**config.mk**
```make
export PLATFORM = sky130hd
export DESIGN_NAME = zint_sched
export DESIGN_NICKNAME = d
export VERILOG_FILES = /design/src/rtl/zint_sched.sv
export SDC_FILE = /design/constraint.sdc
export NUM_CORES = 1
export LEC_CHECK = 0
export CORE_ASPECT_RATIO = 1.75
export CORE_MARGIN = 2
export CORE_UTILIZATION = 54
export CTS_CLUSTER_DIAMETER = 100
export DETAILED_ROUTE_END_ITERATION = 12
export PLACE_DENSITY = 0.95
export SYNTH_ARGS = -nofsm -noshare
export SYNTH_HDL_FRONTEND = slang
export SYNTH_SLANG_ARGS = --single-unit
export TNS_END_PERCENT = 30
```
**constraint.sdc**
```tcl
create_clock -name clk -period 4.3 [get_ports clk]
set_input_delay 0.86 -clock clk [delete_from_list [all_inputs] [get_ports clk]]
set_output_delay 0.86 -clock clk [all_outputs]
set_load 0.005 [all_outputs]
```
**src/rtl/zint_sched.sv**
```systemverilog
// zint_sched: turns raster position and DMA completion into 1-clk INT start
// strobes for the Z80 ~INT generator.
// Optional feature macro ZSCHED_LINE_DIV_EN: adds line_div[3:0] so that the
// line INT fires only on every (line_div+1)-th qualifying line.
module zint_sched #(
    parameter int VW        = 9,
    parameter int HW        = 8,
    parameter int VLINES    = 320,
    parameter int LINE_HPOS = 0
) (
    input  logic          clk,
    input  logic          res,
    input  logic          frame_start,
    input  logic [VW-1:0] vcnt,
    input  logic [HW-1:0] hcnt,
    input  logic          cfg_we,
    input  logic [VW-1:0] cfg_vpos,
    input  logic [HW-1:0] cfg_hpos,
    input  logic          line_en,
    input  logic          dma_busy,
`ifdef ZSCHED_LINE_DIV_EN
    input  logic [3:0]    line_div,
`endif
    output logic          int_start_frm,
    output logic          int_start_lin,
    output logic          int_start_dma,
    output logic          frm_pending
);

    typedef enum logic [1:0] {S_IDLE, S_ARMED, S_FIRED} frm_state_t;

    localparam logic [VW:0]   VLINES_W    = VLINES[VW:0];
    localparam logic [HW-1:0] LINE_HPOS_W = LINE_HPOS[HW-1:0];

    frm_state_t    state, state_nxt;
    logic [VW-1:0] pend_vpos, shad_vpos, eff_vpos;
    logic [HW-1:0] pend_hpos, shad_hpos, eff_hpos;
    logic          in_range, pos_match, fire_frm;
    logic          at_hpos, at_hpos_r, lin_evt, fire_lin;
    logic [VW-1:0] vcnt_r;
    logic          dma_busy_r, fire_dma;

    assign in_range = ({1'b0, vcnt} < VLINES_W);

    // Position compared this clk: on frame_start the freshly loaded shadow
    // (a same-clk write bypasses the pending register), otherwise the shadow.
    always_comb begin
        eff_vpos = shad_vpos;
        eff_hpos = shad_hpos;
        if (frame_start) begin
            eff_vpos = cfg_we ? cfg_vpos : pend_vpos;
            eff_hpos = cfg_we ? cfg_hpos : pend_hpos;
        end
    end

    // An out-of-range shadow line can only equal an out-of-range vcnt,
    // so the in_range term silently blocks it.
    assign pos_match = in_range && (vcnt == eff_vpos) && (hcnt == eff_hpos);

    // Pending config and per-frame shadow registers.
    always_ff @(posedge clk) begin
        if (res) begin
            pend_vpos <= '0;
            pend_hpos <= '0;
            shad_vpos <= '0;
            shad_hpos <= '0;
        end else begin
            if (cfg_we) begin
                pend_vpos <= cfg_vpos;
                pend_hpos <= cfg_hpos;
            end
            if (frame_start) begin
                shad_vpos <= eff_vpos;
                shad_hpos <= eff_hpos;
            end
        end
    end

    // Frame FSM state register.
    always_ff @(posedge clk) begin
        if (res) state <= S_IDLE;
        else     state <= state_nxt;
    end

    // Frame FSM next state; fire_frm is the matching clk, strobe follows.
    always_comb begin
        state_nxt = state;
        fire_frm  = 1'b0;
        case (state)
            S_IDLE, S_FIRED: begin
                if (frame_start) begin
                    if (pos_match) begin
                        state_nxt = S_FIRED;
                        fire_frm  = 1'b1;
                    end else begin
                        state_nxt = S_ARMED;
                    end
                end
            end
            S_ARMED: begin
                // frame_start without a match just reloads the shadow.
                if (pos_match) begin
                    state_nxt = S_FIRED;
                    fire_frm  = 1'b1;
                end
            end
            default: state_nxt = S_IDLE;
        endcase
    end

    assign frm_pending = (state == S_ARMED);

    // Line event fires once per line: an hcnt stall on LINE_HPOS with the
    // same vcnt is treated as the same line.
    assign at_hpos = (hcnt == LINE_HPOS_W);
    assign lin_evt = at_hpos && in_range && line_en && !(at_hpos_r && (vcnt == vcnt_r));

    // History used to suppress retriggering on a stalled hcnt.
    always_ff @(posedge clk) begin
        if (res) begin
            at_hpos_r <= 1'b0;
            vcnt_r    <= '0;
        end else begin
            at_hpos_r <= at_hpos;
            vcnt_r    <= vcnt;
        end
    end

`ifdef ZSCHED_LINE_DIV_EN
    logic [3:0] lcnt, div_act, eff_lcnt, eff_div;

    // frame_start clears the counter in the same clk as line 0's event.
    always_comb begin
        eff_lcnt = frame_start ? 4'd0 : lcnt;
        eff_div  = frame_start ? line_div : div_act;
    end

    assign fire_lin = lin_evt && (eff_lcnt == 4'd0);

    // Line divider; a new line_div is taken only when the counter wraps.
    always_ff @(posedge clk) begin
        if (res) begin
            lcnt    <= 4'd0;
            div_act <= 4'd0;
        end else if (lin_evt) begin
            if (eff_lcnt >= eff_div) begin
                lcnt    <= 4'd0;
                div_act <= line_div;
            end else begin
                lcnt    <= eff_lcnt + 4'd1;
                div_act <= eff_div;
            end
        end else if (frame_start) begin
            lcnt    <= 4'd0;
            div_act <= line_div;
        end
    end
`else
    assign fire_lin = lin_evt;
`endif

    assign fire_dma = dma_busy_r & ~dma_busy;

    // Registered strobes; a reset drops anything in flight.
    always_ff @(posedge clk) begin
        if (res) begin
            dma_busy_r    <= 1'b0;
            int_start_frm <= 1'b0;
            int_start_lin <= 1'b0;
            int_start_dma <= 1'b0;
        end else begin
            dma_busy_r    <= dma_busy;
            int_start_frm <= fire_frm;
            int_start_lin <= fire_lin;
            int_start_dma <= fire_dma;
        end
    end

endmodule

```
# Yosys cells after proc, flatten, opt, wreduce, memory -nomap -nowiden
# Cells that the tools add are included.
# op_classes
n_eq_ne	7
n_reduce_logical	11
bitwise_logic	2
mux	11
magnitude_cmp	1
# op_table
op	count
9-bit equality test	2
9-bit two-way mux	2
8-bit two-way mux	2
9-bit < comparator (second input constant)	1
8-bit equality test	1
8-bit logical NOT	1
1-bit logical AND	6
2-bit two-way mux	3
2-bit one-hot mux with 2 select lines	1
2-bit by 1-bit equality test with 1-bit output (second input constant)	1
2-bit equality test (second input constant)	1
2-bit logical NOT	1
1-bit two-way mux	2
2-bit by 1-bit != test with 1-bit output (second input constant)	1
2-bit != test (second input constant)	1
1-bit one-hot mux with 2 select lines	1
2-bit AND reduction	1
2-bit OR reduction	1
1-bit AND	1
1-bit logical NOT	1
1-bit NOT	1
# totals
reg_bits	50
inputBits	40
elab_cells	43
output_inout_bits	4

# Longest topological paths before layout
# Gate-level depths: netlist of the first run.
# logic_depth
word_depth	8
mapped_depth	8

# Worst setup path after synthesis of the first run
# OpenSTA, ideal clock, no wires.
# synth_path
kind	input to register
from	input port cfg_we
to	register state[0]
cell_stages	7
arrival_ns	2.166
required_time_ns	4.178
setup_time_ns	0.122
setup_slack_ns	2.012
path_buffers	1
cell_sequence	buf_6 -> mux2i_2 -> a211oi_1 -> a311o_1 -> nor4_2 -> nand3_1 -> nor2b_1
# synth_between
elab_chain_cells	8
# synth_rtl
element	line	text
start, declared	16	input logic cfg_we,
9-bit two-way mux	--	
9-bit two-way mux	50	if (frame_start) begin
9-bit equality test	58	assign pos_match = in_range && (vcnt == eff_vpos) && (hcnt == eff_hpos);
1-bit logical AND	58	
1-bit logical AND *	58	
2-bit two-way mux	92	if (pos_match) begin
2-bit two-way mux	91	if (frame_start) begin
2-bit one-hot mux with 2 select lines	89	case (state)
end signal, assigned	82	else state <= state_nxt;
end, declared	35	frm_state_t state, state_nxt;
# Every way passes the cells marked *; elsewhere a longest branch is shown, timed or not. The select of a mux whose other input is x is not followed.
# A chain may end at the register's enable or synchronous reset.

# Worst setup path in the final report of the first run
# layout_path
from	input port frame_start
to	register state[0]
# layout_between
elab_chain_cells	7
# layout_rtl
element	line	text
start, declared	13	input logic frame_start,
9-bit two-way mux	50	
9-bit equality test	58	
1-bit logical AND (2 in a row)	58	
2-bit two-way mux	92	
2-bit two-way mux	91	
2-bit one-hot mux with 2 select lines	89	
# Parallel ways exist; a longest one is shown, timed or not. The select of a mux whose other input is x is not followed.

==> run summary, run 1 <==
In this run the count of I/O pins placed on the die edge is 44. The capturing point of the worst reg2reg path was state[0]. Leaving out filler cells and counting taps, the final layout contains 314.

In this run the deepest clock path goes through 2 buffers. In the final design database the tool counted 305 nets. The commonest cells after synthesis are sky130_fd_sc_hd__dfxtp_1 (50), sky130_fd_sc_hd__nor2_1 (38), sky130_fd_sc_hd__xor2_1 (25), sky130_fd_sc_hd__a211oi_1 (21), sky130_fd_sc_hd__mux2i_1 (14). Counting every instance in the synthesized netlist gives 226.

The horizontal die dimension came out at 52.1 microns. The completed layout was analyzed and its total power is 0.982 mW. The logs give 345 MHz for the peak clock frequency supported by timing and 56.5% for the initial standard-cell utilization of the core. Hold repair after CTS inserted 0 buffers. Summed over all cells, the static leakage comes to 1.08 nW. The area of the core is 3870 sq um, and the count of final hold-check violations is 0.

Clock skew on the completed layout was measured at 0.00707 ns. The area after detailed placement was 2630 sq um; the setup slack of the critical path after layout was 1.40 ns. The finished cells cover 2740 sq um. The portion of synthesized area spent on multiplexers is 8.70%. Entering global routing, the biggest net connects 49 pins. The wire-length estimate of the detail-placed layout is 3420 microns.

After synthesis, the cell types taking the most area are sky130_fd_sc_hd__dfxtp_1 (46%), sky130_fd_sc_hd__xor2_1 (10%), sky130_fd_sc_hd__a211oi_1 (7.2%). The worst min-delay path endpoint is int_start_lin. The synthesized netlist occupies a cell area of 2190 sq um.

The TritonCTS buffer count was 5; the shortest clock period the worst path allows after layout was 2.90 ns. At the later pin of the worst-skew pair, clock insertion delay measures 0.31 ns. The worst setup slack for register-to-register paths was 2.62 ns; the total number of yosys warnings was 0.

The first global-routing pass estimated 7360 microns of wire. The netlist uses 35 different library cells. Clock-pin slew was measured on the worst setup and hold paths at 0.08 ns. Number of pins exceeding their max-slew limit in the final report: 0. The tools report the root buffer cell as sky130_fd_sc_hd__clkbuf_8. For the initial antenna violation count, the log shows 0.

In this run the mean area of a mapped cell was 9.67 sq um. For this run, design rule violations remaining after detail routing come to 0. The run gives 1.12 ns as the pre-CTS setup slack. For the worst setup path, the data required time is 4.49 ns. The DRC marker count from the first detailed-route iteration came out at 34. For the die outline area, the log shows 4590 sq um. Worst setup path category: input port to flip-flop.

In this run the number of H-tree levels came out at 2. The cell area power density is 359 nW/um^2, and the detail-routed via count per cell is 5.60. Synthesis inferred 50 register bits. The number of antenna diodes in the final layout is 0.

The routed layout has 1757 vias. The wire length per cell came out at 14.8 microns. Fraction of post-synthesis cell area in the top cell type by area: 45.8%.

Type of element launching the critical path: an input port. The peak fanout along the critical path was 22. Across all hold checks on the routed design, the worst slack comes to 0.441 ns.

The first detailed-routing pass took 4 iterations. The worst hold path depth was 1. The post-synthesis share of cell area spent on and, or, nand and nor gates works out to 16.4%. The tightest min-delay check is of the flip-flop to flip-flop type.

The final number of setup-violating endpoints was 0; the worst path arrival time was 3.09 ns. The number of sinks driven by the clock tree came out at 50. The run gives 0 as the total overflow reported by the global router. The largest family of logic cells by synthesized area is simple AND/OR/NAND/NOR gates. The number of input and output port buffers inserted came out at 43. TritonCTS built the clock tree. After clock tree synthesis, the repair step resized 0 gates. Setup repair after global routing left no endpoint under its margin.

The complex-gate fraction of the synthesized area works out to 12.7%. Across every metal layer, demand over resource in global routing totals 22.2%. In this run the core area contains 30 standard-cell rows. Yosys instantiated no cell more often than sky130_fd_sc_hd__dfxtp_1. For the max-capacitance violation count, the log shows 0. After synthesis, the share of flip-flops with an asynchronous set or reset is 0%. The flow ran to the end, and the final reports show no timing, DRC or antenna violations. The cell type with the highest aggregate area in the netlist was sky130_fd_sc_hd__dfxtp_1. Of the available clock period, the critical path in the final layout requires 67.4%.

Counting flops with a built-in enable in the synthesized netlist gives 0. Depth of the worst register-to-register path: 6. The area growth from synthesis to layout was 25.2%; the number of instances in the placed design was 306. The number of nets with antenna violations after detailed routing is 0. Fraction of layout cells with a size suffix above 1: 5.64%. In this run the most critical hold path is launched from at_hpos_r.

Via count of the first global-routing pass: 1642. The adder and majority gate portion of the synthesized area works out to 0%. The headroom to the max-slew limit came out at 54.1%. The worst-case IR drop observed on VDD is 0.302 mV. The most used flip-flop cell after synthesis was sky130_fd_sc_hd__dfxtp_1. The height of the chip came out at 88.2 microns. The routability congestion estimate from global placement was 0.864. The worst setup path is captured at a flip-flop. After routing, the total negative slack on setup checks comes to 0 ns.

The synthesized netlist devotes 12.4% of its cell area to XOR and XNOR gates. The worst-margin pin slew is 0.687 ns, and the post-CTS setup repair buffer count is 0. The end-of-flow core utilization was 70.8%.

Sequential element share of the synthesized area: 45.8%. The tools report the reg-to-reg critical path startpoint as pend_vpos[1]. Wires add up to 4660 microns. For the post-synth net total, the log shows 266.
[layout by cell type (no fill, tap or decap), types with 2 or more instances in the layout]
cell                              count
sky130_fd_sc_hd__dfxtp_1             50
sky130_fd_sc_hd__clkdlybuf4s50_1     43
sky130_fd_sc_hd__nor2_1              38
sky130_fd_sc_hd__xor2_1              25
sky130_fd_sc_hd__a211oi_1            21
sky130_fd_sc_hd__mux2i_1             14
sky130_fd_sc_hd__nor2b_1             12
sky130_fd_sc_hd__nor4_1               7
sky130_fd_sc_hd__xnor2_1              6
sky130_fd_sc_hd__clkbuf_8             5
sky130_fd_sc_hd__nand3_1              4
sky130_fd_sc_hd__buf_4                4
sky130_fd_sc_hd__inv_1                3
sky130_fd_sc_hd__a21oi_1              3
sky130_fd_sc_hd__nand2b_1             3
sky130_fd_sc_hd__o21ai_0              3
sky130_fd_sc_hd__mux2i_2              2
sky130_fd_sc_hd__and3_1               2
sky130_fd_sc_hd__a22oi_1              2
sky130_fd_sc_hd__nand4_1              2
sky130_fd_sc_hd__clkbuf_1             2
[sequential cells by signal, summed over array words and instances (netlist names)]
signal	flops
vcnt_r	9
int_start_lin	1
pend_hpos	8
state	2
int_start_frm	1
pend_vpos	9
shad_hpos	8
at_hpos_r	1
shad_vpos	9
int_start_dma	1
dma_busy_r	1
[where the power goes]
part           switching [mW]  internal (mW)
registers              0.0120          0.489
clock network           0.146          0.174
logic                  0.0786         0.0821
total                   0.236          0.746
[final cells by class]
type,count,area (sq um)
clock buffers,7,76.3
inverters,3,11.3
fillers,291,1130
repair buffers,47,460
flip-flops and latches,50,1000
multi-input cells,158,1100
well taps,48,60.1
clock inverters,1,30.0
[metal layers]
metal / up-vias / wire length [microns] / track usage, %
met2: 44 / 2520 / 38.8
met3: 14 / 150 / 4.27
met5: - / 0 / 0
li1: 865 / - / -
met4: 0 / 150 / 12.7
met1: 834 / 1840 / 24.2
[how the worst max path moves through the flow]
stage / depth (start not counted) / end / start
2_1_floorplan: 7 / state[0] / cfg_we
3_3_place_gp: 8 / state[0] / frame_start
3_5_place_dp: 8 / state[0] / frame_start
4_1_cts: 8 / state[0] / frame_start
5_1_grt: 8 / state[0] / frame_start
6_report: 8 / state[0] / frame_start
[critical path, cell delays in order]
cell                              delay [ns]
sky130_fd_sc_hd__clkdlybuf4s50_1        0.91
sky130_fd_sc_hd__buf_4                  0.35
sky130_fd_sc_hd__nor2_1                 0.11
sky130_fd_sc_hd__a22oi_1                0.16
sky130_fd_sc_hd__nand3_1                0.11
sky130_fd_sc_hd__nor4_2                 0.29
sky130_fd_sc_hd__nand3_1                0.14
sky130_fd_sc_hd__nor2b_1                0.15
[kinds of logic after synthesis]
group / after synthesis
XOR/XNOR: 31
AO/OA/AOI/OAI: 38
multiplexers: 17
AND/OR/NAND/NOR: 72
flip-flops: 50
buffers and inverters: 18
Power figures use the tool's default switching activity.
==> run 2, diff against run 1 <==
--- a/config.mk
+++ b/config.mk
@@ -7,10 +7,10 @@
 export LEC_CHECK = 0
 export CORE_ASPECT_RATIO = 1.75
 export CORE_MARGIN = 2
-export CORE_UTILIZATION = 54
+export CORE_UTILIZATION = 46
 export CTS_CLUSTER_DIAMETER = 100
 export DETAILED_ROUTE_END_ITERATION = 12
-export PLACE_DENSITY = 0.95
+export PLACE_DENSITY = 0.87
 export SYNTH_ARGS = -nofsm -noshare
 export SYNTH_HDL_FRONTEND = slang
 export SYNTH_SLANG_ARGS = --single-unit
==> constraint.sdc (replaced) <==
create_clock -name clk -period 2.6 [get_ports clk]
set_input_delay 0.52 -clock clk [delete_from_list [all_inputs] [get_ports clk]]
set_output_delay 0.52 -clock clk [all_outputs]
set_load 0.005 [all_outputs]
==> run summary, run 2 (same netlist as run 1, synthesis figures left out) <==
The total routing resource utilization after global routing is 19.5% (was 22.2%). The end point of the critical path was state[0] (unchanged). The max-capacitance violation count came out at 0 (unchanged). The start point of the critical path was cfg_we (was frame_start). The wire length per cell was 14.8 microns (about the same). Capturing point of the worst reg2reg path: state[0] (unchanged).

The total vias in the final route is 1804 (was 1757). Setup repair after global routing left no endpoint under its margin. The kind of path behind the tightest hold check was flip-flop to flip-flop (unchanged). For this run, the top clock speed supported by timing is 415 MHz. The depth of the worst register-to-register path is 6 (unchanged). The clock-pin slew of the registers on the worst-case setup and hold paths was 0.08 ns (about the same). The run gives 0 (unchanged) as the final number of setup-violating endpoints.

The clock tree skew after final layout is 0.00334 ns (was 0.00707 ns). The tools report the via count of the first global-routing pass as 1821 (was 1642). The run gives 2.59 ns (was 3.09 ns) as the worst path arrival time. The fraction of layout cells with a size suffix above 1 is 11.7% (was 5.64%), and the TritonCTS buffer count is 5 (unchanged). The run finished with clean final reports. The root buffer cell was sky130_fd_sc_hd__clkbuf_8 (unchanged). The number of pins exceeding their max-slew limit in the final report is 0 (unchanged), and the cell area power density is 549 nW/um^2 (was 359 nW/um^2). The area after detailed placement came out at 2800 sq um (was 2630 sq um).

Commonest non-fill, non-tap cells in the layout: sky130_fd_sc_hd__dfxtp_1 (50), sky130_fd_sc_hd__clkdlybuf4s50_1 (43), sky130_fd_sc_hd__nor2_1 (38), sky130_fd_sc_hd__xor2_1 (25), sky130_fd_sc_hd__a211oi_1 (21) (unchanged). The logs give 5340 sq um (was 4590 sq um) for the die outline area and 0 (unchanged) for the post-CTS setup repair buffer count. For the smallest hold slack, the log shows 0.450 ns (was 0.441 ns).

The run gives 2.79 ns (was 4.49 ns) as the required time reported for the critical path endpoint. The tools report the DRC marker count from the first detailed-route iteration as 34 (unchanged). The shortest clock period the worst path allows after layout is 2.41 ns, and the maximum ir drop on the vdd rail is 0.417 mV (was 0.302 mV).

Largest registers in the final layout: pend_vpos x9, shad_vpos x9, vcnt_r x9 (unchanged). For the number of diodes added for antenna fixing, the log shows 0 (unchanged). The tools report the reg-to-reg critical path startpoint as pend_hpos[3] (was pend_vpos[1]).

The detail-routed via count per cell was 5.39 (was 5.60). Type of element launching the critical path: an input port (unchanged). The logs give 50 (unchanged) for the number of sinks driven by the clock tree and 2 (unchanged) for the clock tree buffer depth. The number of standard-cell rows in the floorplan was 33 (was 30). The number of input and output port buffers inserted was 43 (unchanged); the horizontal die dimension was 56.1 microns (was 52.1 microns).

The area of the core is 4620 sq um (was 3870 sq um). The run gives 53 (was 49) as the largest net degree at the start of global routing. Area growth from synthesis to layout: 32.3% (was 25.2%). Leakage power: 1.17 nW (was 1.08 nW).

Worst setup path category: input port to flip-flop (unchanged). The height of the chip is 95.2 microns (was 88.2 microns). The hold buffer count at CTS was 0 (unchanged).

Worst-margin pin slew: 0.517 ns (was 0.687 ns). The setup total negative slack is 0 ns (unchanged). Count of unresolved DRC violations after routing: 0 (unchanged). The tools report the total wirelength of the detailed-routed design as 4950 microns (was 4660 microns). The count of H-tree levels built during CTS is 2 (unchanged), and the final net count is 322 (was 305).

The logs give 0.92 ns (was 2.62 ns) for the worst setup slack for register-to-register paths and 0 (unchanged) for the total overflow reported by the global router. The nature of the critical path endpoint is a flip-flop (unchanged). The global-route wire length before repair is 8160 microns (was 7360 microns). The number of gates resized after cts was 0 (unchanged); the routability congestion estimate from global placement was 0.813 (was 0.864). In the finished design, the share of the clock period the worst path needs comes to 92.6%. The logs give 3710 microns (was 3420 microns) for the half-perimeter wire length after detailed placement and 44 (unchanged) for the top-level I/O count. The clock latency on the worst-skew pair came out at 0.30 ns (was 0.31 ns). The logs give 385 (was 291) for the number of fillers in the final layout and 0 (unchanged) for the count of final hold-check violations. TritonCTS built the clock tree.

The peak fanout along the critical path is 5 (was 22). The commonest non-fill, non-tap cell in the layout is sky130_fd_sc_hd__dfxtp_1 (unchanged). The headroom to the max-slew limit was 65.2% (was 54.1%); the number of optimization iterations in the first detailed-route pass was 4 (unchanged).

For the initial antenna violation count, the log shows 0 (unchanged). For the initial standard-cell utilization of the core, the log shows 47.3% (was 56.5%). The logs give 0 (unchanged) for the number of nets with antenna violations after detailed routing and 2890 sq um (was 2740 sq um) for the final cell area excluding filler cells.
## run 2: changes by cell type in the layout (fill, tap and decap cells not counted)
cell,previous run,this run
sky130_fd_sc_hd__clkbuf_1,2,1
sky130_fd_sc_hd__buf_12,0,3
sky130_fd_sc_hd__clkinv_2,0,1
sky130_fd_sc_hd__bufinv_16,1,0
sky130_fd_sc_hd__clkbuf_8,5,6
sky130_fd_sc_hd__buf_4,4,18
## run 2: metal layers
| metal | vias up | track usage, % | wire (microns) |
|---|---|---|---|
| li1 | 897 | - | - |
| met1 | 851 | 21.2 | 1940 |
| met2 | 41 | 35.6 | 2680 |
| met3 | 15 | 3.53 | 163 |
| met4 | 0 | 10.1 | 178 |
| met5 | - | 0 | 0 |
## run 2: how the worst min path moves through the flow
stage,from,endpoint,cells past startpoint
after CTS,at_hpos_r,int_start_lin,1
after global placement,at_hpos_r,int_start_lin,1
after global routing,at_hpos_r,int_start_lin,1
after detailed placement,at_hpos_r,int_start_lin,1
final,at_hpos_r,int_start_lin,1
after floorplan,at_hpos_r,int_start_lin,1
## run 2: final cells by class
class	count	area [sq um]	area share, %
multi-input combinational	158	1100	38.0
clock buffer	7	86.3	2.98
tap	52	65.1	2.25
clock inverter	1	5.00	0.173
inverter	3	11.3	0.389
timing repair buffer	64	626	21.6
sequential	50	1000	34.6
## run 2: worst max-delay path, cell delays in order
cell and delay, ns:
sky130_fd_sc_hd__clkdlybuf4s50_1 0.59, sky130_fd_sc_hd__buf_12 0.16, sky130_fd_sc_hd__mux2i_1 0.36, sky130_fd_sc_hd__a211oi_1 0.14, sky130_fd_sc_hd__nor4_1 0.34, sky130_fd_sc_hd__and3_1 0.22
sky130_fd_sc_hd__nand3_1 0.11, sky130_fd_sc_hd__nor2b_1 0.16
## run 2: where the power goes
group          leakage (nW)  switching (mW)  internal [mW]
logic                 0.704           0.139          0.164
clock network        0.0482           0.239          0.215
registers             0.413          0.0196          0.809
total                  1.17           0.398           1.19
## run 2: through the flow
step | cells | util (%) | setup slack, ns | power, mW
global route | 335 | 62.6 | 0.0251 | 1.66
detailed placement | 327 | 60.6 | -0.0516 | 1.15
finish | 335 | 62.6 | 0.193 | 1.59
floorplan | 226 | - | 0.652 | 1.00
global placement | 327 | 60.6 | 0.0383 | 1.14
CTS | 335 | 62.6 | 0.259 | 1.60
